[src/rtl/sar_search_if.sv]
// Bus between the SAR controller and the external comparator / requester.
// master: the sar_search controller. slave: the comparator + requester side.
interface sar_search_if #(
    parameter int SIZE = 4
);
    logic            start;
    logic            cmp_eq;
    logic            cmp_gt;
    logic            cmp_lt;
    logic [SIZE-1:0] trial;
    logic            busy;
    logic            done;
    logic [SIZE-1:0] result;
    logic            err;
    logic [1:0]      state_dbg;

    modport master (
        input  start, cmp_eq, cmp_gt, cmp_lt,
        output trial, busy, done, result, err, state_dbg
    );

    modport slave (
        output start, cmp_eq, cmp_gt, cmp_lt,
        input  trial, busy, done, result, err, state_dbg
    );
endinterface

[src/rtl/sar_search.sv]
// Successive-approximation search controller.
// Drives a trial operand to an external combinational comparator (A = target,
// B = trial) and resolves the unsigned target MSB first in SIZE compare cycles.
// Optional macro SAR_SEARCH_EARLY_EXIT_EN: a valid one-hot cmp_eq ends the
// search immediately with the current trial as result.
//
// Handshake: start is a single-cycle request honoured only in IDLE (no
// queueing, ignored while busy or done). Completion is signalled by a
// one-cycle done pulse; result stays valid until the next accepted start.
module sar_search #(
    parameter int SIZE = 4
) (
    input  logic          clk,
    input  logic          rst,
    sar_search_if.master  bus
);
    localparam int IDX_W = (SIZE > 1) ? $clog2(SIZE) : 1;
    localparam logic [IDX_W-1:0] IDX_TOP = IDX_W'(SIZE - 1);
    localparam logic [SIZE-1:0]  TOP_BIT = {1'b1, {(SIZE-1){1'b0}}};

    typedef enum logic [1:0] {
        IDLE   = 2'd0,
        SEARCH = 2'd1,
        DONE   = 2'd2
    } state_t;

    state_t            state_q, state_d;
    logic [SIZE-1:0]   trial_q, trial_d;
    logic [SIZE-1:0]   result_q, result_d;
    logic [IDX_W-1:0]  idx_q, idx_d;
    logic              err_q, err_d;
    logic [SIZE-1:0]   trial_upd;
    logic [IDX_W-1:0]  idx_m1;
    logic              flags_onehot;

    // Comparator flags are valid only when exactly one is asserted
    always_comb begin
        flags_onehot = ({bus.cmp_eq, bus.cmp_gt, bus.cmp_lt} == 3'b001) ||
                       ({bus.cmp_eq, bus.cmp_gt, bus.cmp_lt} == 3'b010) ||
                       ({bus.cmp_eq, bus.cmp_gt, bus.cmp_lt} == 3'b100);
    end

    // State and datapath registers; rst overrides everything
    always_ff @(posedge clk) begin
        if (rst) begin
            state_q  <= IDLE;
            trial_q  <= '0;
            result_q <= '0;
            idx_q    <= IDX_TOP;
            err_q    <= 1'b0;
        end else begin
            state_q  <= state_d;
            trial_q  <= trial_d;
            result_q <= result_d;
            idx_q    <= idx_d;
            err_q    <= err_d;
        end
    end

    // Next-state and bit-decision logic
    always_comb begin
        state_d   = state_q;
        trial_d   = trial_q;
        result_d  = result_q;
        idx_d     = idx_q;
        err_d     = err_q;
        trial_upd = trial_q;
        idx_m1    = idx_q - IDX_W'(1);

        case (state_q)
            IDLE: begin
                if (bus.start) begin
                    state_d = SEARCH;
                    trial_d = TOP_BIT;
                    idx_d   = IDX_TOP;
                    err_d   = 1'b0;
                end
            end

            SEARCH: begin
                if (!flags_onehot) begin
                    err_d = 1'b1;
                end
                // Only cmp_lt drives the decision; eq and gt both keep the bit
                if (bus.cmp_lt) begin
                    trial_upd[idx_q] = 1'b0;
                end
`ifdef SAR_SEARCH_EARLY_EXIT_EN
                if (bus.cmp_eq && flags_onehot) begin
                    result_d = trial_q;
                    state_d  = DONE;
                end else
`endif
                if (idx_q == '0) begin
                    trial_d  = trial_upd;
                    result_d = trial_upd;
                    state_d  = DONE;
                end else begin
                    trial_upd[idx_m1] = 1'b1;
                    trial_d           = trial_upd;
                    idx_d             = idx_m1;
                end
            end

            DONE: begin
                state_d = IDLE;
            end

            default: begin
                state_d = IDLE;
            end
        endcase
    end

    // Output decode straight from registered state
    always_comb begin
        bus.trial     = trial_q;
        bus.result    = result_q;
        bus.err       = err_q;
        bus.busy      = (state_q == SEARCH);
        bus.done      = (state_q == DONE);
        bus.state_dbg = state_q;
    end
endmodule

[src/flat_wrapper.sv]
// flat-port wrapper written by rule: the top's interface ports become plain ports
module sar_search_flat 
#(
    parameter int SIZE = 4
)
  (clk, rst, bus_start, bus_cmp_eq, bus_cmp_gt, bus_cmp_lt, bus_trial, bus_busy, bus_done, bus_result, bus_err, bus_state_dbg);
  sar_search_if #(.SIZE(SIZE)) bus_i ();
  input  logic clk;
  input  logic rst;
  input wire logic [$bits(bus_i.start)-1:0] bus_start;
  input wire logic [$bits(bus_i.cmp_eq)-1:0] bus_cmp_eq;
  input wire logic [$bits(bus_i.cmp_gt)-1:0] bus_cmp_gt;
  input wire logic [$bits(bus_i.cmp_lt)-1:0] bus_cmp_lt;
  output wire logic [$bits(bus_i.trial)-1:0] bus_trial;
  output wire logic [$bits(bus_i.busy)-1:0] bus_busy;
  output wire logic [$bits(bus_i.done)-1:0] bus_done;
  output wire logic [$bits(bus_i.result)-1:0] bus_result;
  output wire logic [$bits(bus_i.err)-1:0] bus_err;
  output wire logic [$bits(bus_i.state_dbg)-1:0] bus_state_dbg;
  assign bus_i.start = bus_start;
  assign bus_i.cmp_eq = bus_cmp_eq;
  assign bus_i.cmp_gt = bus_cmp_gt;
  assign bus_i.cmp_lt = bus_cmp_lt;
  assign bus_trial = bus_i.trial;
  assign bus_busy = bus_i.busy;
  assign bus_done = bus_i.done;
  assign bus_result = bus_i.result;
  assign bus_err = bus_i.err;
  assign bus_state_dbg = bus_i.state_dbg;
  sar_search #(.SIZE(SIZE)) u_core (.clk(clk), .rst(rst), .bus(bus_i));
endmodule
[config.mk]
export PLATFORM = sky130hd
export DESIGN_NAME = sar_search_flat
export DESIGN_NICKNAME = d
export VERILOG_FILES = /design/src/rtl/sar_search_if.sv /design/src/rtl/sar_search.sv /design/src/flat_wrapper.sv
export SDC_FILE = /design/constraint.sdc
export NUM_CORES = 1
export LEC_CHECK = 0
export ABC_AREA = 1
export BUFFER_PORTS_ARGS = -buffer_cell sky130_fd_sc_hd__buf_2
export CORE_MARGIN = 2
export CORE_UTILIZATION = 52
export CTS_BUF_LIST = sky130_fd_sc_hd__clkbuf_16
export CTS_CLUSTER_DIAMETER = 40
export DETAILED_ROUTE_END_ITERATION = 12
export PLACE_DENSITY = 0.84
export SYNTH_ARGS = -nofsm -noshare
export SYNTH_HDL_FRONTEND = slang
export SYNTH_SLANG_ARGS = --single-unit
[constraint.sdc]
create_clock -name clk -period 3.9 [get_ports clk]
set_clock_uncertainty 0.1 [all_clocks]
set_input_delay 0.195 -clock clk [delete_from_list [all_inputs] [get_ports clk]]
set_output_delay 0.195 -clock clk [all_outputs]
set_load 0.02 [all_outputs]
==> metrics.md <==
| Metric | Value |
|---|---|
| Fill cell instance count of the final layout | `between 90 and 100` |
| Die span in y | `between 40 and 50 microns` |
| Sequential cell area fraction in the yosys report | `0.386` |
| Post-route design area | `about 860 sq um` |
| TritonCTS sink count | `13` |
| Max Root-Sink Buffers | `2` |
| Gr usage total | `0.219` |
| Worst Setup Path Type | `flop to flop` |
| CTS tree | `built` |
| Most used standard cell by instance count after synthesis | `sky130_fd_sc_hd__nand2_1` |
| Reported leakage power | `0.454 nW` |
| Achievable clock frequency | `~0.68 GHz` |
| Grt ovf | `0` |
| Post-cts sizing count | `0` |
| Maximum number of pins on one net before global-route repair | `10` |
| Cts hold-fix bufs | `0` |
| Top post-synthesis cells by area | `sky130_fd_sc_hd__dfxtp_1 39%, sky130_fd_sc_hd__nand2_1 14%, sky130_fd_sc_hd__nand3_1 9.6%` |
| Final nets | `between 100 and 150` |
| Net count of the mapped netlist | `about 110` |
| Slew Limit Fails | `0` |
| Synthesized instance count | `95` |
| Rel. slew slack | `0.804` |
| Maximum resistive drop on vdd | `between 0.4 and 0.5 mV` |
| Aggregate negative setup slack | `0 ns` |
| Worst Reg-to-Reg Cells | `7` |
| DR iter-0 viols | `11` |
| Class of the tightest hold or removal check | `primary input to flop` |
| Area enclosed by the die boundary | `approximately 1600 sq um` |
| Final min period | `about 1.5 ns` |
| ANT cells | `0` |
| Mean routed wirelength per cell | `11.3 microns` |
| Reg-to-Reg End | `u_core.idx_q[0]` |
| Worst Min Path Start | `rst` |
| Areal power density over the cells | `~460 nW/um^2` |
| Library cell used as clock root buffer | `sky130_fd_sc_hd__clkbuf_16` |
| Combined area of the multi-input logic cells | `between 300 and 400 sq um` |
| Via count of the routed design | `about 670` |
| I/O pins | `19` |
| Insertion delay of the later-clocked pin in the worst-skew pair | `approximately 0.24 ns` |
| Proportion of synthesized flip-flops having asynchronous set or reset | `0` |
| Actual transition at the worst max-transition pin | `0.291 ns` |
| WL final | `1480 microns` |
| Area of placed instances | `between 700 and 800 sq um` |
| Area of the mapped netlist | `between 600 and 700 sq um` |
| First-pass GRT wire length | `2300 microns` |
| Hold Vio Cnt, Final | `0` |
| Max capacitance violation total | `0` |
| Initial antenna violation count | `0` |
| Initial core utilization | `0.583` |
| Combined flip-flop and latch cell area | `260 sq um` |
| Std-Cell Rows | `12` |
| Antenna viol nets, final | `0` |
| Post-route clock period utilization | `0.379` |
| Crit path max fanout | `5` |
| Startpoint types | `flop` |
| Share of cells above drive strength 1 | `0.239` |
| Yosys top cell area share | `0.386` |
| Register-to-Register Setup Slack | `between 2 and 2.5 ns` |
| Placeable core region | `between 1000 and 1500 sq um` |
| Register clock-pin slew on the reported worst setup and hold paths | `approximately 0.040 ns` |
| Area growth syn-to-layout | `27.6%` |
| Count of TritonRoute iterations in the first routing pass | `4` |
| Distinct cells, synth | `16` |
| Number of global-route vias before repair | `571` |
| Post-synthesis area per instance | `between 7 and 8 sq um` |
| Number of enable-type register cells in the synthesized netlist | `0` |
| Cell types with the highest counts after synthesis | `25 x sky130_fd_sc_hd__nand2_1, 13 x sky130_fd_sc_hd__dfxtp_1, 13 x sky130_fd_sc_hd__nand3_1, 10 x sky130_fd_sc_hd__inv_1, 10 x sky130_fd_sc_hd__nor2_1` |
| Horizontal die dimension | `roughly 40 microns` |
| Post-DR vias/cell | `5.15` |
| Postcts setup bufs | `0` |
| Launch instance of the worst register-to-register path | `u_core.idx_q[0]` |
| Result of the run | `finished, final reports clean` |
| Critical Path End | `u_core.idx_q[0]` |
| Timing startpoint of the critical path | `u_core.idx_q[0]` |
| Placed wire-length estimate after detailed placement | `approximately 1100 microns` |
| DRC violation count after routing | `0` |
| Number of H-tree branching levels | `1` |
| Number of I/O port buffers | `18` |
| Yosys warning count | `0` |
| Synth Flop Type | `sky130_fd_sc_hd__dfxtp_1` |
| Setup Viol. Count Final | `0` |
| Setup repair after global routing missed its margin | `false` |
| Worst Setup End Kind | `flop` |
| Post-synthesis register bit count | `13` |
| Worst endpoint required time | `roughly 3.9 ns` |
| Data arrival time of the critical path | `about 1.5 ns` |
| Cell taking the most area after synthesis | `sky130_fd_sc_hd__dfxtp_1` |
| Clock buffers created by TritonCTS | `3` |
| Global placement routability congestion | `0.938` |
[registers in the layout (all words and copies together), names as in the netlist]
name and flops:
u_core.bus.result 4, u_core.bus.err 1, u_core.idx_q 2, u_core.bus.trial 4, u_core.bus.state_dbg 2
[cell usage in the layout, fill, tap and decap left out, drive strengths merged]
cell     n
ha       4
nand3   13
buf     18
a21boi   2
a21oi    6
clkbuf   3
nand2   27
nor3     1
o21ai    5
inv     13
dfxtp   13
nor2    12
[power breakdown]
part	internal, W	total (W)	switching [W]
Combinational	0.0000212	0.0000616	0.0000404
Clock	0.000135	0.000187	0.0000523
Sequential	0.000141	0.000148	0.00000715
Total	0.000297	0.000396	0.0000998
[cells by family after synthesis]
family / count (synthesis) / share of synthesized area
compound gates: 13 / 0.109
fa+ha+maj: 4 / 0.0742
buf+inv: 12 / 0.0668
flops: 13 / 0.386
simple gates: 53 / 0.364
[through the flow]
step | cells | worst slack [ns] | util | power, W | hold WS [ns]
final | 131 | 2.42 | 0.745 | 0.000396 | 0.112
after global routing | 131 | 2.31 | 0.745 | 0.000413 | 0.125
after CTS | 131 | 2.43 | 0.745 | 0.000399 | 0.112
after detailed placement | 127 | 2.47 | 0.676 | 0.000210 | 0.334
after global placement | 127 | 2.47 | 0.676 | 0.000210 | 0.328
after floorplan | 95 | 2.60 | - | 0.000191 | 0.164
[final cells by class]
class	count	share of cell area
multi-input cells	70	0.429
clock buffers	3	0.0872
well taps	14	0.0203
clock inverters	1	0.00436
flip-flops and latches	13	0.302
inverters	12	0.0523
repair buffers	18	0.105
[worst max-delay path, stage by stage, from the launching register on]
cell and delay [ns]:
sky130_fd_sc_hd__dfxtp_1 0.34, sky130_fd_sc_hd__inv_1 0.16, sky130_fd_sc_hd__ha_1 0.27, sky130_fd_sc_hd__inv_1 0.13, sky130_fd_sc_hd__nand2_2 0.12, sky130_fd_sc_hd__nand2_1 0.07, sky130_fd_sc_hd__o21ai_1 0.08, sky130_fd_sc_hd__nand3_1 0.09
[per-layer routing]
metal,track usage,routed length [microns],part of all wire
met5,0,0,0
met4,0.0776,11,0.0074
met3,0.0500,75,0.051
met2,0.375,662,0.45
met1,0.266,732,0.49
[worst min path at each step]
stage / slack [ns] / to / depth (start not counted)
6_report: 0.11 / u_core.bus.trial[1] / 2
5_1_grt: 0.12 / u_core.bus.result[2] / 2
4_1_cts: 0.11 / u_core.bus.result[2] / 2
3_5_place_dp: 0.33 / u_core.bus.err / 2
3_3_place_gp: 0.33 / u_core.bus.err / 2
2_1_floorplan: 0.16 / u_core.bus.result[0] / 1
Note: power is estimated with default switching activity, not from simulation.
